### config.mk
export PLATFORM = sky130hd
export DESIGN_NAME = network_mac_pipe
export DESIGN_NICKNAME = d
export VERILOG_FILES = /design/src/rtl/network_mac_pipe.sv
export SDC_FILE = /design/constraint.sdc
export NUM_CORES = 1
export LEC_CHECK = 0
export CAP_MARGIN = 20
export CELL_PAD_IN_SITES_DETAIL_PLACEMENT = 1
export CELL_PAD_IN_SITES_GLOBAL_PLACEMENT = 1
export CORE_MARGIN = 2
export CORE_UTILIZATION = 28
export DETAILED_ROUTE_END_ITERATION = 10
export PLACE_DENSITY = 0.49
export SLEW_MARGIN = 30
export SYNTH_ARGS = -nofsm -noshare
export SYNTH_HDL_FRONTEND = slang
export SYNTH_SLANG_ARGS = --single-unit
### constraint.sdc
create_clock -name clk -period 12.2 [get_ports clk]
set_input_delay 3.05 -clock clk [delete_from_list [all_inputs] [get_ports clk]]
set_output_delay 3.05 -clock clk [all_outputs]
set_load 0.02 [all_outputs]
### src/rtl/network_mac_pipe.sv
// Pipelined signed multiply-accumulate with first/last group framing and round/saturate to OUT_WIDTH.
// Latency: NUM_STAGE+1 ce-enabled edges from input to dout/out_valid; one term per ce cycle.
// Backpressure: none; ce=0 freezes every register, outputs included.
module network_mac_pipe #(
    parameter int A_WIDTH   = 16,
    parameter int B_WIDTH   = 12,
    parameter int ACC_WIDTH = 32,
    parameter int OUT_WIDTH = 16,
    parameter int SHIFT     = 8,
    parameter int NUM_STAGE = 3,
    parameter int ACC_EN    = 1
) (
    input  logic                        clk,
    input  logic                        reset,
    input  logic                        ce,
    input  logic                        in_valid,
    input  logic signed [A_WIDTH-1:0]   din0,
    input  logic signed [B_WIDTH-1:0]   din1,
    input  logic                        first,
    input  logic                        last,
    output logic signed [OUT_WIDTH-1:0] dout,
    output logic                        out_valid,
    output logic                        sat
);
    localparam int PW = A_WIDTH + B_WIDTH;
    localparam int ND = NUM_STAGE - 1;
    localparam int RS = (SHIFT > 0) ? SHIFT - 1 : 0;

    localparam logic signed [ACC_WIDTH:0] RND  = (SHIFT > 0) ? ((ACC_WIDTH+1)'(1) << RS) : '0;
    localparam logic signed [ACC_WIDTH:0] OMAX = {{(ACC_WIDTH+2-OUT_WIDTH){1'b0}}, {(OUT_WIDTH-1){1'b1}}};
    localparam logic signed [ACC_WIDTH:0] OMIN = {{(ACC_WIDTH+2-OUT_WIDTH){1'b1}}, {(OUT_WIDTH-1){1'b0}}};

    logic signed [A_WIDTH-1:0]   a_r;
    logic signed [B_WIDTH-1:0]   b_r;
    logic                        v_r, f_r, l_r;
    logic signed [PW-1:0]        p_dly [ND];
    logic [ND-1:0]               v_dly, f_dly, l_dly;
    logic signed [ACC_WIDTH-1:0] acc;

    logic signed [PW-1:0]        p_d;
    logic                        v_d, f_d, l_d, emit;
    logic signed [ACC_WIDTH-1:0] p_ext, acc_next;
    logic signed [ACC_WIDTH:0]   r_full, r_sh;
    logic signed [OUT_WIDTH-1:0] q_dout;
    logic                        q_sat;

    // Index 0 holds the product; higher indices are the plain delay stages.
    always_ff @(posedge clk or negedge reset) begin
        if (!reset) begin
            a_r   <= '0;
            b_r   <= '0;
            v_r   <= 1'b0;
            f_r   <= 1'b0;
            l_r   <= 1'b0;
            v_dly <= '0;
            f_dly <= '0;
            l_dly <= '0;
            for (int i = 0; i < ND; i++) p_dly[i] <= '0;
        end else if (ce) begin
            a_r      <= din0;
            b_r      <= din1;
            v_r      <= in_valid;
            f_r      <= first;
            l_r      <= last;
            p_dly[0] <= PW'(a_r) * PW'(b_r);
            v_dly[0] <= v_r;
            f_dly[0] <= f_r;
            l_dly[0] <= l_r;
            for (int i = 1; i < ND; i++) begin
                p_dly[i] <= p_dly[i-1];
                v_dly[i] <= v_dly[i-1];
                f_dly[i] <= f_dly[i-1];
                l_dly[i] <= l_dly[i-1];
            end
        end
    end

    assign p_d      = p_dly[ND-1];
    assign v_d      = v_dly[ND-1];
    assign f_d      = f_dly[ND-1];
    assign l_d      = l_dly[ND-1];
    assign p_ext    = ACC_WIDTH'(p_d);
    assign acc_next = (f_d || (ACC_EN == 0)) ? p_ext : acc + p_ext;
    assign emit     = v_d && (l_d || (ACC_EN == 0));

    // One extra bit keeps the rounding add from overflowing before the shift.
    assign r_full = (ACC_WIDTH+1)'(acc_next) + RND;
    assign r_sh   = r_full >>> SHIFT;

    always_comb begin
        q_dout = r_sh[OUT_WIDTH-1:0];
        q_sat  = 1'b0;
        if (r_sh > OMAX) begin
            q_dout = OMAX[OUT_WIDTH-1:0];
            q_sat  = 1'b1;
        end else if (r_sh < OMIN) begin
            q_dout = OMIN[OUT_WIDTH-1:0];
            q_sat  = 1'b1;
        end
    end

    always_ff @(posedge clk or negedge reset) begin
        if (!reset) begin
            acc       <= '0;
            dout      <= '0;
            sat       <= 1'b0;
            out_valid <= 1'b0;
        end else if (ce) begin
            if (v_d) acc <= acc_next;
            out_valid <= emit;
            if (emit) begin
                dout <= q_dout;
                sat  <= q_sat;
            end
        end
    end
endmodule

==> run_results.csv, run 1 <==
group,metric,value,unit
worst_setup_path,reg2reg_slack,5.54,ns
hold_path,hold_start,"sat",
placement,port_buffers,51,
timing,rsz0062_at_grt,"false",
worst_setup_path,critical_path.n_buffers_inverters,3,
timing,timing.final.setup_violations,0,
floorplanning,initial_utilization,28.47,%
grt,maximum_number_of_pins_on_one_net_before_global_route_repair,74,
floorplanning,core,0.05287,mm^2
floorplanning,io_pins,52,
clock_tree,cts_setup_buffers,0,
clock_tree,clk_pin_slew_worst_paths,0.08,ns
hold_path,hold_depth,1,
yosys,synth.avg_cell_area,9.561,um^2
detailed_routing,drt_first_iter_violations,331,
clock_tree,hold_buffers,0,
placement,globalplace.congestion,0.7789,
clock_tree,cts_resized,0,
worst_setup_path,critPathArrivalTime,7.02,ns
grt,grt_use_met1,20.77,%
detailed_routing,antenna_left,0,
worst_setup_path,first_element_of_the_critical_path,"b_r[5]",
clock_tree,root_cell_of_the_clock_tree,"sky130_fd_sc_hd__clkbuf_16",
clock_tree,tritoncts,"yes",
grt,wire_length_of_the_first_global_routing_pass,65730,um
floorplanning,die_height,235.8,um
worst_setup_path,r2r_start,"b_r[5]",
grt,grt_overflow_total,0,
floorplanning,fp.dieW,235.8,um
yosys,synthesis.nets,1878,
grt,vias_in_the_first_global_route,11780,
worst_setup_path,regToRegEndpoint,"p_dly[55]",
layout,mostFrequentLayoutCells,"240 x sky130_fd_sc_hd__inv_1, 202 x sky130_fd_sc_hd__nand2_1, 179 x sky130_fd_sc_hd__fa_1",
flow_run,maxCapViolations,0,
worst_setup_path,crit_path_max_incr_delay,0.78,ns
detailed_routing,number_of_iterations_in_the_first_detailed_routing_pass,5,
yosys,synthArstFlopShare,100.0,%
floorplanning,rows,84,
layout,layout.cells.most_common,"sky130_fd_sc_hd__inv_1",
yosys,synthesized_cell_area,0.01505,mm^2
timing,worstMarginPinSlew,0.8844,ns
hold_path,hold_path.class,"reg2reg",
run_status,status,"finished clean",
yosys,synth_edf_count,0,
layout,n_antenna_cell,0,
worst_setup_path,timing.critical_path.to_type,"register",
timing,final_min_period_over_clock_period,54.55,%
detailed_routing,detail_route.drc_violations,0,
grt,busiest_layer,"met2",
timing,hold_violations,0,
yosys,synthCells,1574,
yosys,number_of_distinct_library_cells_after_synthesis,78,
detailed_routing,wl_per_cell,17.17,um
detailed_routing,routed-via-count,10710,
timing,slew-limit-headroom,41.03,%
layout,area_delta_synth_final,11.20,%
worst_setup_path,reg2reg_depth,23,
clock_tree,worst_skew_late_latency,0.49,ns
grt,groute.layer.met3.usage,2.575,%
timing,achievable-frequency,150.3,MHz
timing,fin_tns_setup,0,ns
clock_tree,cts.htree.levels,4,
layout,nets,1882,
grt,grt_antenna_before_repair,0,
placement,placed_area,0.01617,mm^2
timing,final-max-slew-violation-count,0,
worst_setup_path,startpoint_type,"register",
worst_setup_path,crit_path_cell_trace,"nand2_1 > fa_1 > inv_1 > ha_1 > inv_1 > fa_1 > fa_1 > fa_1 > inv_1 > ha_1 > nor2b_1 > o21ai_0 > a21boi_0 > o21ai_0 > a21boi_0 > o2111ai_1 > a31oi_1 > a41o_1 > nor4_1 > nor3_1 > o31a_1 > xnor2_1 > mux2_2",
floorplanning,floorplan.die_area,0.05562,mm^2
detailed_routing,detail_route.wirelength,39140,um
detailed_routing,post_drt_via_cell_ratio,4.699,
placement,dp_hpwl,30870,um
worst_setup_path,cp_class,"reg2reg",
worst_setup_path,crit_slowest_cell,"sky130_fd_sc_hd__dfrtp_1",
clock_tree,cts_buffers,17,
timing,largest_clock_skew_in_the_final_design,0.01713,ns
yosys,yosys_most_used_dff,"sky130_fd_sc_hd__dfrtp_1",
worst_setup_path,worstPathMaxFanout,17,
grt,grtUsageTotal,15.05,%
yosys,ys_seq_elements,143,
yosys,synth_warnings,0,
yosys,synth.yosys.seq_area_share,23.78,%
layout,layout-drive-gt1-share,10.75,%
clock_tree,clkSinkCount,143,
worst_setup_path,crit_required,12.57,ns
grt,gr-usage-met2,24.20,%
hold_path,end_point_of_the_most_critical_hold_path,"sat",
layout,postLayoutCellArea,0.01673,mm^2
worst_setup_path,critPathMostFrequentCell,"sky130_fd_sc_hd__fa_1",
clock_tree,ctsLongestPathBuffers,2,
worst_setup_path,path_delay_family,"adder cells",
timing,layout_min_cycle_time,6.655,ns
[worst register-to-register path: cells and delay by family, from the launching register on]
kind                     cells  cell delay [ns]
AO/OA/AOI/OAI                8             1.90
XOR/XNOR                     1             0.12
adder cells (fa/ha/maj)      6             2.51
buffers and inverters        3             0.18
flip-flops                   1             0.78
multiplexers                 1             0.26
AND/OR/NAND/NOR              4             0.77
[through the flow]
stage	setup slack [ns]	util [%]	hold WS [ns]	cells
6_report	5.545	31.66	0.4855	2279
5_1_grt	4.912	31.66	0.4999	2279
4_1_cts	5.487	31.65	0.4928	2279
3_5_place_dp	5.524	30.59	0.4739	2247
3_3_place_gp	5.632	30.59	0.4641	2247
2_1_floorplan	6.101	-	0.4492	1574
[layer usage]
layer / wire, um / share of wire, %
met3: 838 / 2.1
met1: 19620 / 50
met5: 0 / 0
met4: 594 / 1.5
met2: 18080 / 46
[area by class of cell]
| type | instances | area, um^2 |
|---|---|---|
| fillers | 6051 | 36130 |
| multi-input cells | 1119 | 10280 |
| repair buffers | 56 | 550.5 |
| clock buffers | 20 | 446.7 |
| well taps | 688 | 860.8 |
| flip-flops and latches | 143 | 3580 |
| inverters | 241 | 904.6 |
| clock inverters | 12 | 112.6 |
[synth_stat cells, types with 4 or more instances]
cell	instances	area share, %
sky130_fd_sc_hd__nand4_1	6	0.25
sky130_fd_sc_hd__nor3_1	27	0.90
sky130_fd_sc_hd__nor4_1	5	0.21
sky130_fd_sc_hd__or2_2	7	0.29
sky130_fd_sc_hd__a31oi_1	6	0.25
sky130_fd_sc_hd__a21o_1	19	0.95
sky130_fd_sc_hd__o21ai_0	48	1.6
sky130_fd_sc_hd__mux2i_1	6	0.40
sky130_fd_sc_hd__a21boi_0	4	0.20
sky130_fd_sc_hd__o211ai_1	14	0.70
sky130_fd_sc_hd__nand3_1	23	0.76
sky130_fd_sc_hd__and2_1	64	2.7
sky130_fd_sc_hd__a21oi_1	51	1.7
sky130_fd_sc_hd__xor2_1	23	1.3
sky130_fd_sc_hd__or4_1	4	0.20
sky130_fd_sc_hd__o21ai_1	4	0.13
sky130_fd_sc_hd__and3_1	12	0.50
sky130_fd_sc_hd__nand2b_1	13	0.54
sky130_fd_sc_hd__clkbuf_1	63	1.6
sky130_fd_sc_hd__nand2_1	202	5.0
sky130_fd_sc_hd__o31ai_1	9	0.45
sky130_fd_sc_hd__nor2_1	45	1.1
sky130_fd_sc_hd__or3_1	5	0.21
sky130_fd_sc_hd__xnor2_1	37	2.2
sky130_fd_sc_hd__o211ai_2	11	0.91
sky130_fd_sc_hd__ha_1	91	7.6
sky130_fd_sc_hd__a211oi_1	11	0.55
sky130_fd_sc_hd__o21a_1	11	0.55
sky130_fd_sc_hd__inv_1	240	6.0
sky130_fd_sc_hd__a41oi_1	4	0.23
sky130_fd_sc_hd__o21bai_1	4	0.20
sky130_fd_sc_hd__fa_1	179	24
sky130_fd_sc_hd__nor2b_1	18	0.75
sky130_fd_sc_hd__dfrtp_1	143	24
sky130_fd_sc_hd__mux2_2	101	7.6
[how the worst max path moves through the flow]
stage               slack, ns        end  cells past startpoint
global route             4.91  p_dly[55]                     23
CTS                      5.49  p_dly[55]                     23
detailed placement       5.52  p_dly[55]                     23
floorplan                6.10  p_dly[55]                     25
global placement         5.63  p_dly[55]                     23
finish                   5.54  p_dly[55]                     23
[registers in the layout, summed over array words and instances, names as in the netlist]
| name | cells |
|---|---|
| f_dly | 2 |
| out_valid | 1 |
| f_r | 1 |
| dout | 16 |
| acc | 32 |
| p_d | 28 |
| b_r | 12 |
| p_dly | 28 |
| l_dly | 2 |
| v_r | 1 |
| sat | 1 |
| l_r | 1 |
| v_dly | 2 |
| a_r | 16 |
[cell families (layout without fill, tap and decap cells)]
| group | after synthesis | in the layout | synth area share, % |
|---|---|---|---|
| and+or+nand+nor | 447 | 447 | 14.47 |
| buffers and inverters | 312 | 329 | 7.915 |
| adders and majority gates | 270 | 270 | 31.38 |
| AOI/OAI and AO/OA | 235 | 235 | 11.02 |
| DFF | 143 | 143 | 23.78 |
| muxes | 107 | 107 | 7.956 |
| xor gates and xnor gates | 60 | 60 | 3.492 |
Power of run 1 is left out: the tool's default activity adds up to more than one toggle a clock period on the data nets, which glitch-free logic cannot reach.
==> inputs of run 2 (changes only) <==
Clock period 12.2 ns to 6.4 ns, I/O delays scaled along.
==> run_results.csv, run 2 (synthesis gave the netlist of run 1 again) <==
group,metric,value,unit
worst_setup_path,path_delay_family,"adder cells",
worst_setup_path,path_depth,19,
placement,dp_hpwl,31690,um
layout,mostFrequentLayoutCells,"240 x sky130_fd_sc_hd__inv_1, 202 x sky130_fd_sc_hd__nand2_1, 179 x sky130_fd_sc_hd__fa_1",
hold_path,hold_depth,2,
clock_tree,cts_buffers,17,
detailed_routing,post_drt_via_cell_ratio,4.679,
timing,worst_path_setup_slack_after_routing,0.3090,ns
clock_tree,cts_setup_buffers,0,
timing,worstMarginPinSlew,1.051,ns
worst_setup_path,timing.critical_path.to_type,"register",
grt,maximum_number_of_pins_on_one_net_before_global_route_repair,59,
timing,slew-limit-headroom,28.86,%
clock_tree,hold_buffers,0,
floorplanning,initial_utilization,28.47,%
clock_tree,cts.htree.levels,4,
floorplanning,core,0.05287,mm^2
detailed_routing,drt_first_iter_violations,274,
detailed_routing,routed-via-count,10810,
grt,grt_overflow_total,0,
detailed_routing,detail_route.wirelength,39190,um
clock_tree,root_cell_of_the_clock_tree,"sky130_fd_sc_hd__clkbuf_16",
grt,grt_use_met1,20.10,%
detailed_routing,detail_route.drc_violations,0,
layout,largest_register_ffs,32,
placement,port_buffers,51,
layout,layout-drive-gt1-share,13.07,%
detailed_routing,antenna_left,0,
layout,layout.cells.most_common,"sky130_fd_sc_hd__inv_1",
worst_setup_path,crit_required,6.76,ns
flow_run,maxCapViolations,0,
detailed_routing,wl_per_cell,16.97,um
placement,dpl_worst_slack,0.1647,ns
clock_tree,ctsLongestPathBuffers,2,
timing,layout_min_cycle_time,6.091,ns
layout,registers.top_by_ff_count,"acc",
floorplanning,rows,84,
worst_setup_path,worstPathMaxFanout,7,
floorplanning,floorplan.die_area,0.05562,mm^2
clock_tree,worst_skew_late_latency,0.48,ns
clock_tree,tritoncts,"yes",
worst_setup_path,crit_path_cell_trace,"buf_4 > and2_1 > fa_1 > fa_1 > fa_1 > inv_1 > fa_1 > inv_1 > fa_1 > ha_1 > and3_1 > a211oi_1 > or4b_2 > a31oi_1 > a211oi_1 > o21bai_1 > a21oi_1 > xnor2_1 > mux2_2",
timing,final_min_period_over_clock_period,95.17,%
worst_setup_path,critical_path.n_buffers_inverters,3,
floorplanning,fp.dieW,235.8,um
layout,fillCellCount,6083,
timing,fin_tns_setup,0,ns
timing,largest_clock_skew_in_the_final_design,0.01427,ns
worst_setup_path,cp_class,"reg2reg",
placement,globalplace.congestion,0.7971,
clock_tree,clk_pin_slew_worst_paths,0.06,ns
detailed_routing,number_of_iterations_in_the_first_detailed_routing_pass,4,
worst_setup_path,crit_path_max_incr_delay,0.74,ns
worst_setup_path,startpoint_type,"register",
timing,rsz0062_at_grt,"false",
layout,post_layout_nonfiller_instances,2310,
hold_path,hold_path.class,"reg2reg",
floorplanning,io_pins,52,
timing,achievable-frequency,164.2,MHz
layout,n_antenna_cell,0,
grt,wire_length_of_the_first_global_routing_pass,65560,um
run_status,status,"finished clean",
worst_setup_path,critPathArrivalTime,6.45,ns
layout,area_delta_synth_final,12.78,%
grt,groute.layer.met3.usage,2.645,%
timing,timing.final.setup_violations,0,
grt,grtUsageTotal,14.99,%
grt,grt_antenna_before_repair,0,
layout,nets,1913,
timing,hold_violations,0,
clock_tree,cts_resized,0,
timing,final-max-slew-violation-count,0,
grt,busiest_layer,"met2",
grt,gr-usage-met2,24.70,%
grt,vias_in_the_first_global_route,11970,
timing,final.hold.worst_slack,0.4826,ns
floorplanning,die_height,235.8,um
worst_setup_path,critPathMostFrequentCell,"sky130_fd_sc_hd__fa_1",
worst_setup_path,crit_slowest_cell,"sky130_fd_sc_hd__or4b_2",
placement,place_inst,2278,
clock_tree,clkSinkCount,143,
worst_setup_path,reg2reg_depth,19,
[run 2: cell types whose count changed in the layout (fill, tap and decap cells not counted), sizes merged]
cell / change
buf: +31
clkinv: +3
clkinvlp: -3
[run 2: worst reg2reg max path: stages, from the launching register on]
cell and delay (ns):
sky130_fd_sc_hd__dfrtp_1 0.45, sky130_fd_sc_hd__buf_4 0.20, sky130_fd_sc_hd__and2_1 0.15, sky130_fd_sc_hd__fa_1 0.50
sky130_fd_sc_hd__fa_1 0.53, sky130_fd_sc_hd__fa_1 0.57, sky130_fd_sc_hd__inv_1 0.07, sky130_fd_sc_hd__fa_1 0.53
sky130_fd_sc_hd__inv_1 0.05, sky130_fd_sc_hd__fa_1 0.47, sky130_fd_sc_hd__ha_1 0.38, sky130_fd_sc_hd__and3_1 0.20
sky130_fd_sc_hd__a211oi_1 0.09, sky130_fd_sc_hd__or4b_2 0.74, sky130_fd_sc_hd__a31oi_1 0.25, sky130_fd_sc_hd__a211oi_1 0.15
sky130_fd_sc_hd__o21bai_1 0.15, sky130_fd_sc_hd__a21oi_1 0.09, sky130_fd_sc_hd__xnor2_1 0.13, sky130_fd_sc_hd__mux2_2 0.26
[run 2: area by class of cell]
cell class	count	area [um^2]	area share [%]
multi-input cells	1119	10290	60.60
well taps	688	860.8	5.072
repair buffers	87	779.5	4.593
clock inverters	12	112.6	0.6635
flip-flops and latches	143	3592	21.16
clock buffers	20	436.7	2.573
inverters	241	904.6	5.330
[run 2: per-stage QoR]
stage / util [%] / cell area, um^2
2_1_floorplan: - / 15050
6_report: 32.11 / 16970
4_1_cts: 32.07 / 16950
3_3_place_gp: 31.03 / 16400
5_1_grt: 32.11 / 16970
3_5_place_dp: 31.03 / 16400
[run 2: metal layers]
layer  vias to the layer above  routed length (um)
li1                       5212                   -
met1                      5486               19650
met2                        85               18110
met3                        26                 851
met4                         0                 580
met5                         -                   0
[run 2: worst paths after layout]
check	slack [ns]	to	from
setup / recovery	0.31	p_dly[54]	a_r[2]
hold / removal	0.48	p_d[24]	p_dly[52]
setup reg to reg	0.31	p_dly[54]	a_r[2]
hold reg to reg	0.48	p_d[24]	p_dly[52]
max in group asynchronous	4.09	a_r[9]	reset
min in group asynchronous	1.06	acc[8]	reset
Power of run 2 is left out for the same reason.
